$ cat src/rtl/id_ex_stage_pkg.sv
// Shared widths, EX-stage register layout and helpers for the ID/EX boundary.
// Latency: n/a (types, constants and a pure function only).
// Backpressure: n/a.
package id_ex_stage_pkg;

    localparam int XLEN        = 32;
    localparam int XADDR       = 5;
    localparam int CTRL_W_DFLT = 16;

    // Control bundle value carried by a bubble: every control bit deasserted.
    localparam logic [CTRL_W_DFLT-1:0] BUBBLE_CTRL = '0;

    // Everything EX sees except the opaque control bundle, whose width is a
    // parameter of the stage and so lives in its own register.
    typedef struct packed {
        logic             valid;
        logic [XLEN-1:0]  pc;
        logic [XLEN-1:0]  imm;
        logic [XLEN-1:0]  rs1;
        logic [XLEN-1:0]  rs2;
        logic [XADDR-1:0] rs1_addr;
        logic [XADDR-1:0] rs2_addr;
        logic [XADDR-1:0] rd_addr;
        logic             rd_wr_en;
        logic             mem_rd;
    } ex_state_t;

    // Bubble: nothing valid, nothing written, addresses and data all zero.
    localparam ex_state_t BUBBLE_EX = '0;

    // The regfile is written and read in the same cycle; when WB targets the
    // register being read, take the WB data instead of the stale read.
    // x0 is never bypassed because it is hardwired to zero.
    function automatic logic [XLEN-1:0] wb_bypass(
        input logic [XLEN-1:0]  rf_dat,
        input logic [XADDR-1:0] rs_addr,
        input logic [XLEN-1:0]  wb_dat,
        input logic [XADDR-1:0] wb_addr,
        input logic             wb_en
    );
        if (wb_en && (wb_addr != '0) && (wb_addr == rs_addr))
            return wb_dat;
        return rf_dat;
    endfunction

endpackage

$ cat src/rtl/id_ex_stage_hazard_detect.sv
// Load-use hazard detector: flags an ID instruction reading the rd of a load in EX.
// Latency: purely combinational, 0 cycles.
// Backpressure: stall_id holds IF/ID; asserted by any external freeze or an unflushed load-use.
// Ports:
//   ex_valid/ex_mem_rd/ex_rd_addr          - state of the instruction currently in EX
//   id_valid/uses_rsN/rsN_addr             - operand usage of the instruction in ID
//   flush/stall_ext                        - redirect and whole-pipe freeze
//   load_use/stall_id                      - raw hazard and resulting ID hold
module id_ex_stage_hazard_detect
    import id_ex_stage_pkg::*;
(
    input  logic             ex_valid,
    input  logic             ex_mem_rd,
    input  logic [XADDR-1:0] ex_rd_addr,
    input  logic             id_valid,
    input  logic             uses_rs1,
    input  logic [XADDR-1:0] rs1_addr,
    input  logic             uses_rs2,
    input  logic [XADDR-1:0] rs2_addr,
    input  logic             flush,
    input  logic             stall_ext,
    output logic             load_use,
    output logic             stall_id
);

    logic rs1_hit;
    logic rs2_hit;

    assign rs1_hit  = uses_rs1 && (rs1_addr == ex_rd_addr);
    assign rs2_hit  = uses_rs2 && (rs2_addr == ex_rd_addr);

    // A load to x0 produces nothing to wait for.
    assign load_use = ex_valid && ex_mem_rd && (ex_rd_addr != '0) && id_valid
                      && (rs1_hit || rs2_hit);

    // A flush kills the ID instruction anyway, so a load-use alone need not hold
    // it; an external freeze always holds.
    assign stall_id = stall_ext || (load_use && !flush);

endmodule

$ cat src/rtl/id_ex_stage.sv
// ID/EX pipeline register with load-use bubble insertion, operand sanitising and WB bypass.
// Latency: 1 cycle ID->EX; one bubble per load-use, otherwise 1 instruction per cycle.
// Backpressure: o_stall_id holds IF/ID; i_stall_ext freezes EX; i_flush overrides both with a bubble.
// Ports:
//   i_clk, i_rst_n                        - clock, async active-low reset (clears to a bubble at PC 0)
//   i_*_id                                - decoded instruction, operands and usage flags from ID
//   i_rd_wb, i_rd_addr_wb, i_rd_wb_wr_en  - same-cycle regfile write from WB, used as bypass
//   i_flush, i_stall_ext                  - redirect from EX and whole-pipe freeze
//   o_stall_id                            - hold IF and ID this cycle
//   or_*_ex                               - registered, sanitised instruction state for EX
module id_ex_stage
    import id_ex_stage_pkg::*;
#(
    parameter int CTRL_W = CTRL_W_DFLT
) (
    input  logic              i_clk,
    input  logic              i_rst_n,
    input  logic              i_valid_id,
    input  logic [XLEN-1:0]   i_pc_id,
    input  logic [XLEN-1:0]   i_imm_id,
    input  logic [XLEN-1:0]   i_rs1_id,
    input  logic [XLEN-1:0]   i_rs2_id,
    input  logic [XADDR-1:0]  i_rs1_addr_id,
    input  logic [XADDR-1:0]  i_rs2_addr_id,
    input  logic              i_uses_rs1_id,
    input  logic              i_uses_rs2_id,
    input  logic [XADDR-1:0]  i_rd_addr_id,
    input  logic              i_rd_wr_en_id,
    input  logic              i_mem_rd_id,
    input  logic [CTRL_W-1:0] i_ctrl_id,
    input  logic [XLEN-1:0]   i_rd_wb,
    input  logic [XADDR-1:0]  i_rd_addr_wb,
    input  logic              i_rd_wb_wr_en,
    input  logic              i_flush,
    input  logic              i_stall_ext,
    output logic              o_stall_id,
    output logic              or_valid_ex,
    output logic [XLEN-1:0]   or_pc_ex,
    output logic [XLEN-1:0]   or_imm_ex,
    output logic [XLEN-1:0]   or_rs1_ex,
    output logic [XLEN-1:0]   or_rs2_ex,
    output logic [XADDR-1:0]  or_rs1_addr_ex,
    output logic [XADDR-1:0]  or_rs2_addr_ex,
    output logic [XADDR-1:0]  or_rd_addr_ex,
    output logic              or_rd_wr_en_ex,
    output logic              or_mem_rd_ex,
    output logic [CTRL_W-1:0] or_ctrl_ex
);

    ex_state_t         ex_q;
    ex_state_t         cap;
    logic [CTRL_W-1:0] ctrl_q;
    logic [CTRL_W-1:0] cap_ctrl;
    logic              load_use;

    id_ex_stage_hazard_detect u_hazard (
        .ex_valid   (ex_q.valid),
        .ex_mem_rd  (ex_q.mem_rd),
        .ex_rd_addr (ex_q.rd_addr),
        .id_valid   (i_valid_id),
        .uses_rs1   (i_uses_rs1_id),
        .rs1_addr   (i_rs1_addr_id),
        .uses_rs2   (i_uses_rs2_id),
        .rs2_addr   (i_rs2_addr_id),
        .flush      (i_flush),
        .stall_ext  (i_stall_ext),
        .load_use   (load_use),
        .stall_id   (o_stall_id)
    );

    // Value EX would take on a normal advance. Unused operand indices are
    // zeroed so the forwarding unit never matches on garbage register fields,
    // and a write to x0 is dropped here rather than downstream.
    always_comb begin
        cap      = BUBBLE_EX;
        cap_ctrl = '0;
        if (i_valid_id) begin
            cap.valid    = 1'b1;
            cap.pc       = i_pc_id;
            cap.imm      = i_imm_id;
            cap.rs1      = wb_bypass(i_rs1_id, i_rs1_addr_id, i_rd_wb, i_rd_addr_wb, i_rd_wb_wr_en);
            cap.rs2      = wb_bypass(i_rs2_id, i_rs2_addr_id, i_rd_wb, i_rd_addr_wb, i_rd_wb_wr_en);
            cap.rs1_addr = i_uses_rs1_id ? i_rs1_addr_id : '0;
            cap.rs2_addr = i_uses_rs2_id ? i_rs2_addr_id : '0;
            cap.rd_addr  = i_rd_addr_id;
            cap.rd_wr_en = i_rd_wr_en_id && (i_rd_addr_id != '0);
            cap.mem_rd   = i_mem_rd_id;
            cap_ctrl     = i_ctrl_id;
        end
    end

    // Flush outranks the freeze so a redirect is never lost while memory waits.
    always_ff @(posedge i_clk or negedge i_rst_n) begin
        if (!i_rst_n) begin
            ex_q   <= BUBBLE_EX;
            ctrl_q <= '0;
        end else if (i_flush) begin
            ex_q   <= BUBBLE_EX;
            ctrl_q <= '0;
        end else if (i_stall_ext) begin
            ex_q   <= ex_q;
            ctrl_q <= ctrl_q;
        end else if (load_use) begin
            ex_q   <= BUBBLE_EX;
            ctrl_q <= '0;
        end else begin
            ex_q   <= cap;
            ctrl_q <= cap_ctrl;
        end
    end

    assign or_valid_ex    = ex_q.valid;
    assign or_pc_ex       = ex_q.pc;
    assign or_imm_ex      = ex_q.imm;
    assign or_rs1_ex      = ex_q.rs1;
    assign or_rs2_ex      = ex_q.rs2;
    assign or_rs1_addr_ex = ex_q.rs1_addr;
    assign or_rs2_addr_ex = ex_q.rs2_addr;
    assign or_rd_addr_ex  = ex_q.rd_addr;
    assign or_rd_wr_en_ex = ex_q.rd_wr_en;
    assign or_mem_rd_ex   = ex_q.mem_rd;
    assign or_ctrl_ex     = ctrl_q;

endmodule
$ cat config.mk
export PLATFORM = sky130hd
export DESIGN_NAME = id_ex_stage
export DESIGN_NICKNAME = d
export VERILOG_FILES = /design/src/rtl/id_ex_stage_pkg.sv /design/src/rtl/id_ex_stage_hazard_detect.sv /design/src/rtl/id_ex_stage.sv
export SDC_FILE = /design/constraint.sdc
export NUM_CORES = 1
export LEC_CHECK = 0
export BUFFER_PORTS_ARGS = -buffer_cell sky130_fd_sc_hd__buf_2
export CORE_AREA = 4 4 141 143
export CTS_BUF_LIST = sky130_fd_sc_hd__clkbuf_16
export CTS_CLUSTER_DIAMETER = 50
export DETAILED_ROUTE_END_ITERATION = 10
export DIE_AREA = 0 0 145 147
export GPL_TIMING_DRIVEN = 0
export HOLD_SLACK_MARGIN = 0.06
export PLACE_DENSITY_LB_ADDON = 0.12
export SYNTH_ARGS = -nofsm -noshare
export SYNTH_HDL_FRONTEND = slang
export SYNTH_HIERARCHICAL = 1
export SYNTH_SLANG_ARGS = --single-unit
$ cat constraint.sdc
create_clock -name i_clk -period 2.3 [get_ports i_clk]
set_clock_uncertainty 0.05 [all_clocks]
set_input_delay 0.345 -clock i_clk [delete_from_list [all_inputs] [get_ports i_clk]]
set_output_delay 0.345 -clock i_clk [all_outputs]
set_load 0.02 [all_outputs]
==> results of run 1 <==
-- stage by stage --
step	setup TNS, ns	hold slack (ns)
after global routing	-24.79	0.06793
after detailed placement	-81.05	0.3001
after floorplan	-8.459	-0.0005911
after CTS	-3.900	0.06694
final	-9.024	0.08135
after global placement	-363.16	0.4181
-- how the worst max path moves through the flow --
stage	slack (ns)	to	cells past startpoint	from
CTS	-0.11	or_rs1_ex[16]$_DFFE_PN0P_	10	or_rd_addr_ex[2]$_DFFE_PN0P_
global placement	-2.06	or_rd_addr_ex[2]$_DFFE_PN0P_	1	i_rst_n
floorplan	-0.10	or_rs2_ex[11]$_DFFE_PN0P_	9	or_rd_addr_ex[2]$_DFFE_PN0P_
finish	-0.12	or_pc_ex[10]$_DFFE_PN0P_	10	or_rd_addr_ex[0]$_DFFE_PN0P_
detailed placement	-0.65	or_rs1_ex[20]$_DFFE_PN0P_	8	or_rd_addr_ex[2]$_DFFE_PN0P_
global route	-0.22	or_pc_ex[15]$_DFFE_PN0P_	10	or_rd_addr_ex[2]$_DFFE_PN0P_
-- routing by layer --
layer	up-vias	track usage, %	routed length [µm]
met5	-	0	8
met4	2	8.076	654
met3	40	5.891	1894
met2	329	39.23	12770
met1	3331	30.94	11200
li1	3139	-	-
-- kinds of logic after synthesis --
group                  after synthesis  synth area share, %
AO/OA/AOI/OAI                      221                26.36
XOR/XNOR                            20                2.469
buffers and inverters               67                4.602
flip-flops                         162                57.13
AND/OR/NAND/NOR                    135                9.434
-- Yosys cell counts, types with 4 or more instances --
| cell | n |
|---|---|
| a22o_1 | 86 |
| a221o_1 | 55 |
| nand2_1 | 76 |
| clkbuf_1 | 27 |
| buf_6 | 5 |
| o211ai_1 | 9 |
| a31oi_1 | 55 |
| a32o_1 | 11 |
| buf_2 | 30 |
| buf_1 | 4 |
| nand4_1 | 9 |
| xor2_1 | 16 |
| and2_1 | 32 |
| xnor2_1 | 4 |
| dfrtp_1 | 162 |
-- worst reg2reg max path: stages (launching register included) --
cell,delay [ns]
dfrtp_1,0.42
xor2_1,0.19
nor4_2,0.29
a32oi_2,0.20
nor3_2,0.21
nor4b_4,0.07
buf_6,0.14
buf_4,0.16
buf_12,0.14
bufbuf_16,0.26
a22o_1,0.18
-- where the power goes --
part	internal [mW]	total, mW	switching (mW)
combinational	0.426	1.05	0.627
sequential	2.96	3.02	0.0634
clock	1.74	3.00	1.26
total	5.12	7.08	1.95
-- sequential cells by signal (all words and copies together), names as in the netlist --
signal and flops:
or_rs2_ex 32, or_rs2_addr_ex 5, or_rs1_ex 32, or_rs1_addr_ex 5, or_rd_addr_ex 5, or_pc_ex 32, or_rd_wr_en_ex 1, or_valid_ex 1
or_mem_rd_ex 1, or_imm_ex 32, or_ctrl_ex 16
-- cell type report --
class / count / area, µm²
Fill cell: 1694 / 8143
Clock inverter: 14 / 193.9
Multi-Input combinational cell: 376 / 2851
Timing Repair Buffer: 385 / 2092
Clock buffer: 17 / 425.4
Inverter: 1 / 3.754
Buffer: 66 / 518.0
Antenna cell: 1 / 2.502
Tap cell: 234 / 292.8
Sequential cell: 162 / 4058
-- what timing repair did --
action,CTS,global route
hold buffers,1,0
gates cloned,4,2
setup endpoints to repair,163,163
gates resized for setup,79,10
hold endpoints to repair,67,0
setup buffers,8,1
pin swaps,18,1
-- placed cells by master (no fill, tap or decap), types with 2 or more instances in the layout --
master / Yosys / layout
clkinv_4: 0 / 2
o211ai_1: 9 / 9
inv_8: 0 / 2
nand4_1: 9 / 9
clkbuf_16: 0 / 20
a31oi_2: 0 / 5
nand2_1: 76 / 68
and3_1: 3 / 3
a22o_1: 86 / 86
dfrtp_2: 0 / 3
a31oi_1: 55 / 49
buf_4: 0 / 9
buf_8: 0 / 8
buf_12: 0 / 3
dfrtp_1: 162 / 159
nor3_2: 2 / 3
bufinv_16: 0 / 3
buf_2: 30 / 381
nor2_1: 3 / 3
a32o_1: 11 / 11
and2_1: 32 / 21
and2_4: 1 / 13
nand2_2: 0 / 7
nor4_2: 1 / 2
inv_6: 0 / 4
xnor2_1: 4 / 4
buf_6: 5 / 18
a221o_1: 55 / 55
xor2_1: 16 / 16
clkbuf_1: 27 / 24
nor3_1: 3 / 2
==> impl_metrics.py, run 1 <==
metrics = {
    "status": {
        "status": "complete, but fails checks",
        "violations": "negative setup slack",
    },
    "global_route": {
        "track_usage_pct": 23.79,
        "grt_max_degree": 96,
        "antenna_found_initial": 2,
        "grt_pass1_vias": 7034,
        "grt_pass1_wl_mm": 39.78,
        "overflow": 0,
    },
    "clock_network": {
        "clk_pin_slew_ns": 0.07,
        "cts_buffers": 17,
        "clock-root-buffer": "clkbuf_16",
        "clockBufferDepth": 2,
        "cts_max_level": 4,
        "clk_latency_ns": 0.42,
        "cts_tree": "done",
        "cts.sinks": 162,
    },
    "floorplan": {
        "dieArea_um2": 21320,
        "die_x_um": 145,
        "num_rows": 50,
        "io_pins": 369,
        "start_util_pct": 38.19,
        "die_h_um": 147,
        "core_area_um2": 18580,
    },
    "setup_path": {
        "cp-end-kind": "flop",
        "worstPathCellList": "xor2_1 -> nor4_2 -> a32oi_2 -> nor3_2 -> nor4b_4 -> buf_6 -> buf_4 -> buf_12 -> bufbuf_16 -> a22o_1",
        "path_delay_family": "buffers and inverters",
        "crit_path_max_incr_delay_ns": 0.42,
        "start_kind": "flop",
        "crit_fanout": 6,
        "r2r-end": "or_pc_ex[10]$_DFFE_PN0P_",
        "worst-path-buf-inv": 4,
        "regToRegSetupSlack_ns": -0.12,
        "crit_slowest_cell": "dfrtp_1",
        "required_ns": 2.56,
        "crit_type": "flop to flop",
        "worst_ep_arrival_time_ns": 2.68,
        "rr_worst_depth": 10,
        "rr_startpoint": "or_rd_addr_ex[0]$_DFFE_PN0P_",
    },
    "route": {
        "dr.pass1.iters": 5,
        "drcViolationCount": 0,
        "ant_nets": 0,
        "vias_per_cell": 5.447,
        "wl_per_cell_um": 21.12,
        "num_vias": 6841,
        "drt-total-wl_mm": 26.53,
        "drtIter0Drc": 276,
    },
    "synthesis": {
        "synth_top_cell_area_share_pct": 57.13,
        "ys_seq_area_share_pct": 57.13,
        "syn-instance-count": 605,
        "synth_area_per_cell_um2": 11.73,
        "synth_nets": 811,
        "synth-edff-count": 0,
        "synth_area_leader_cell": "dfrtp_1",
        "synth_warnings": 6,
        "synthTopCellsByArea": "dfrtp_1, a22o_1, a221o_1",
        "synthArstFlopShare_pct": 100.0,
        "synth_top_flop_cell": "dfrtp_1",
        "synthesis.area_um2": 7096,
        "synthDistinctLibCells": 32,
        "postSynthRegisterBits": 162,
    },
    "finish": {
        "drive_gt1_share_pct": 48.58,
        "areaGrowthSynthToFinish_pct": 47.10,
        "nets": 1215,
        "fin_cells": 1256,
        "fin_util_pct": 56.18,
        "fin_area_um2": 10440,
    },
    "placed_design": {
        "gp_congestion": 0.8670,
        "place_inst": 1208,
        "postPlaceCellArea_um2": 9306,
        "pre_cts_ws_ns": -0.6501,
        "portBuffers": 368,
        "hpwl_mm": 19.73,
    },
    "sta": {
        "max_freq_mhz": 412.5,
        "maxSlewHeadroom_pct": 54.68,
        "tightest_slew_ns": 0.6798,
        "final_max_slew_viol_count": 0,
        "rsz0062_at_grt": "yes",
        "fin_crit_sh_pct": 105.4,
        "setup_violations": 152,
        "finalHoldViolCount": 0,
        "min_period_ns": 2.424,
        "fin_ws_ns": -0.1245,
    },
    "power_and_ir_drop": {
        "p_leak_nw": 5.579,
        "ir_drop_mv": 0.4897,
        "finalPower_mw": 7.077,
        "p_per_area_nw_per_um2": 678.0,
    },
    "hold_path": {
        "worstHoldPathCells": 2,
        "hp-class": "input port to flop",
        "min_to": "or_imm_ex[19]$_DFFE_PN0P_",
        "min_from": "i_imm_id[19]",
    },
    "job": {
        "maxCapViolations": 0,
    },
}
No activity file was read; power rests on OpenSTA's default activity.
==> inputs of run 2 (changes only) <==
--- a/config.mk
+++ b/config.mk
@@ -14,6 +14,7 @@
 export GPL_TIMING_DRIVEN = 0
 export HOLD_SLACK_MARGIN = 0.06
 export PLACE_DENSITY_LB_ADDON = 0.12
+export REMOVE_ABC_BUFFERS = 1
 export SYNTH_ARGS = -nofsm -noshare
 export SYNTH_HDL_FRONTEND = slang
 export SYNTH_HIERARCHICAL = 1
==> run 2 against run 1 <==
  * The flow still finishes with violations (negative setup slack)
  * Worst hold slack improved by 0.0048 ns
  * Non-clock buffer count fell by 19
  * Routed wire length rose by 1.9%
  * Clock-buffer cell count did not move
  * Register-to-register slack got worse by 0.19 ns
  * Power fell by 0.80%
  * Global-route usage fell by 0.31 points
  * Final area rose by 4.9%
  * Largest power group unchanged
==> impl_metrics.py, run 2 (synthesis gave the netlist of run 1 again) <==
metrics = {
    "route": {
        "drcViolationCount": 0,
        "ant_nets": 0,
        "drtIter0Drc": 330,
        "num_vias": 6778,
        "wl_per_cell_um": 21.85,
        "vias_per_cell": 5.479,
        "drt-total-wl_mm": 27.03,
        "dr.pass1.iters": 6,
    },
    "setup_path": {
        "crit_fanout": 9,
        "worst_ep_arrival_time_ns": 2.92,
        "crit_type": "flop to flop",
        "crit_slowest_cell": "or4_4",
        "crit_path_max_incr_delay_ns": 0.56,
        "start_kind": "flop",
        "cp-end-kind": "flop",
        "worstPathCellList": "or4_4 -> o21ai_4 -> nor3_4 -> nor4b_4 -> buf_6 -> buf_4 -> buf_12 -> buf_12 -> bufbuf_16 -> a22o_1",
        "required_ns": 2.60,
        "cp_common_cell": "buf_12",
    },
    "placed_design": {
        "postPlaceCellArea_um2": 9343,
        "gp_congestion": 0.7982,
        "portBuffers": 368,
        "hpwl_mm": 17.75,
        "pre_cts_ws_ns": -1.012,
    },
    "finish": {
        "drive_gt1_share_pct": 53.39,
        "n_fill_cell": 1565,
        "fin_area_um2": 10950,
        "areaGrowthSynthToFinish_pct": 54.26,
        "layout_commonest_cell": "buf_2",
        "nets": 1196,
        "final_cell_mix": "buf_2, dfrtp_1, a22o_1",
    },
    "floorplan": {
        "start_util_pct": 38.19,
        "dieArea_um2": 21320,
        "die_x_um": 145,
        "die_h_um": 147,
        "io_pins": 369,
        "num_rows": 50,
        "core_area_um2": 18580,
    },
    "status": {
        "status": "complete, but fails checks",
        "violations": "negative setup slack",
    },
    "global_route": {
        "overflow": 0,
        "antenna_found_initial": 2,
        "busiest_layer": "met2",
        "use_met2_pct": 40.23,
        "grt_pass1_vias": 6957,
        "track_usage_pct": 23.48,
        "grt_max_degree": 120,
        "grt_use_met1_pct": 28.85,
        "grt_pass1_wl_mm": 39.77,
        "grt_util_met3_pct": 6.046,
    },
    "clock_network": {
        "cts_buffers": 17,
        "clk_pin_slew_ns": 0.07,
        "cts_tree": "done",
        "clock-root-buffer": "clkbuf_16",
        "clockBufferDepth": 2,
        "cts.sinks": 162,
        "clk_latency_ns": 0.42,
        "cts_max_level": 4,
    },
    "hold_path": {
        "hp-class": "input port to flop",
    },
    "sta": {
        "max_freq_mhz": 382.4,
        "maxSlewHeadroom_pct": 30.72,
        "final.setup.tns_ns": -25.40,
        "fin_ws_ns": -0.3149,
        "rsz0062_at_grt": "yes",
        "fin_crit_sh_pct": 113.7,
        "tightest_slew_ns": 1.037,
        "min_period_ns": 2.615,
        "final_max_slew_viol_count": 0,
        "finalHoldViolCount": 0,
        "hold_ws_ns": 0.08611,
        "setup_violations": 145,
    },
    "power_and_ir_drop": {
        "p_per_area_nw_per_um2": 641.3,
        "finalPower_mw": 7.020,
        "p_leak_nw": 5.813,
        "ir_drop_mv": 0.4838,
    },
    "job": {
        "maxCapViolations": 0,
    },
}
[run 2: power by group]
| group | total, mW | internal, mW | switching (mW) | leakage [nW] |
|---|---|---|---|---|
| Sequential | 3.02 | 2.96 | 0.0599 | 2.20 |
| Clock | 2.84 | 1.61 | 1.22 | 0.284 |
| Combinational | 1.17 | 0.503 | 0.665 | 3.33 |
[run 2: worst paths after layout]
path | start | end | slack [ns] | depth (start not counted)
worst max-delay path | or_rd_addr_ex[2]$_DFFE_PN0P_ | or_pc_ex[12]$_DFFE_PN0P_ | -0.31 | 10
worst min-delay path | i_ctrl_id[14] | or_ctrl_ex[14]$_DFFE_PN0P_ | 0.09 | 2
worst max register to register | or_rd_addr_ex[2]$_DFFE_PN0P_ | or_pc_ex[12]$_DFFE_PN0P_ | -0.31 | 10
worst min register to register | or_rs2_addr_ex[4]$_DFFE_PN0P_ | or_rs2_addr_ex[4]$_DFFE_PN0P_ | 0.44 | 1
max in group asynchronous | i_rst_n | or_rd_addr_ex[2]$_DFFE_PN0P_ | 0.84 | 3
min in group asynchronous | i_rst_n | or_pc_ex[21]$_DFFE_PN0P_ | 0.36 | 2
[run 2: area by class of cell]
type,instances,area (µm²),area share (%)
Clock buffer,17,425.4,3.887
Multi-Input combinational cell,376,3043,27.80
Tap cell,234,292.8,2.675
Sequential cell,162,4060,37.09
Antenna cell,1,2.502,0.02286
Timing Repair Buffer,432,2964,27.08
Inverter,1,3.754,0.03429
Clock inverter,14,153.9,1.406
[run 2: critical path, delay by kind of cell, from the launching register on]
kind / cells / cell delay, ns
buffers and inverters: 5 / 0.83
AO/OA/AOI/OAI: 2 / 0.32
AND/OR/NAND/NOR: 3 / 0.89
flip-flops: 1 / 0.44
[run 2: through the flow]
| stage | std cells | util, % |
|---|---|---|
| 3_3_place_gp | 1141 | 47.94 |
| 3_5_place_dp | 1162 | 50.28 |
| 6_report | 1237 | 58.91 |
| 5_1_grt | 1237 | 58.91 |
| 4_1_cts | 1212 | 55.39 |
| 2_1_floorplan | 539 | - |
[run 2: timing repair]
action	in CTS	in global routing
hold buffers	1	0
pin swaps	15	39
resized for setup	34	81
gates cloned	4	10
setup buffers	16	15
endpoints found under the setup margin	158	154
endpoints found under the hold margin	43	0
[run 2: metal layers]
layer / up-vias / routed length (µm)
met3: 35 / 1899
met4: 2 / 610
met2: 293 / 13740
met1: 3343 / 10760
li1: 3105 / -
met5: - / 20
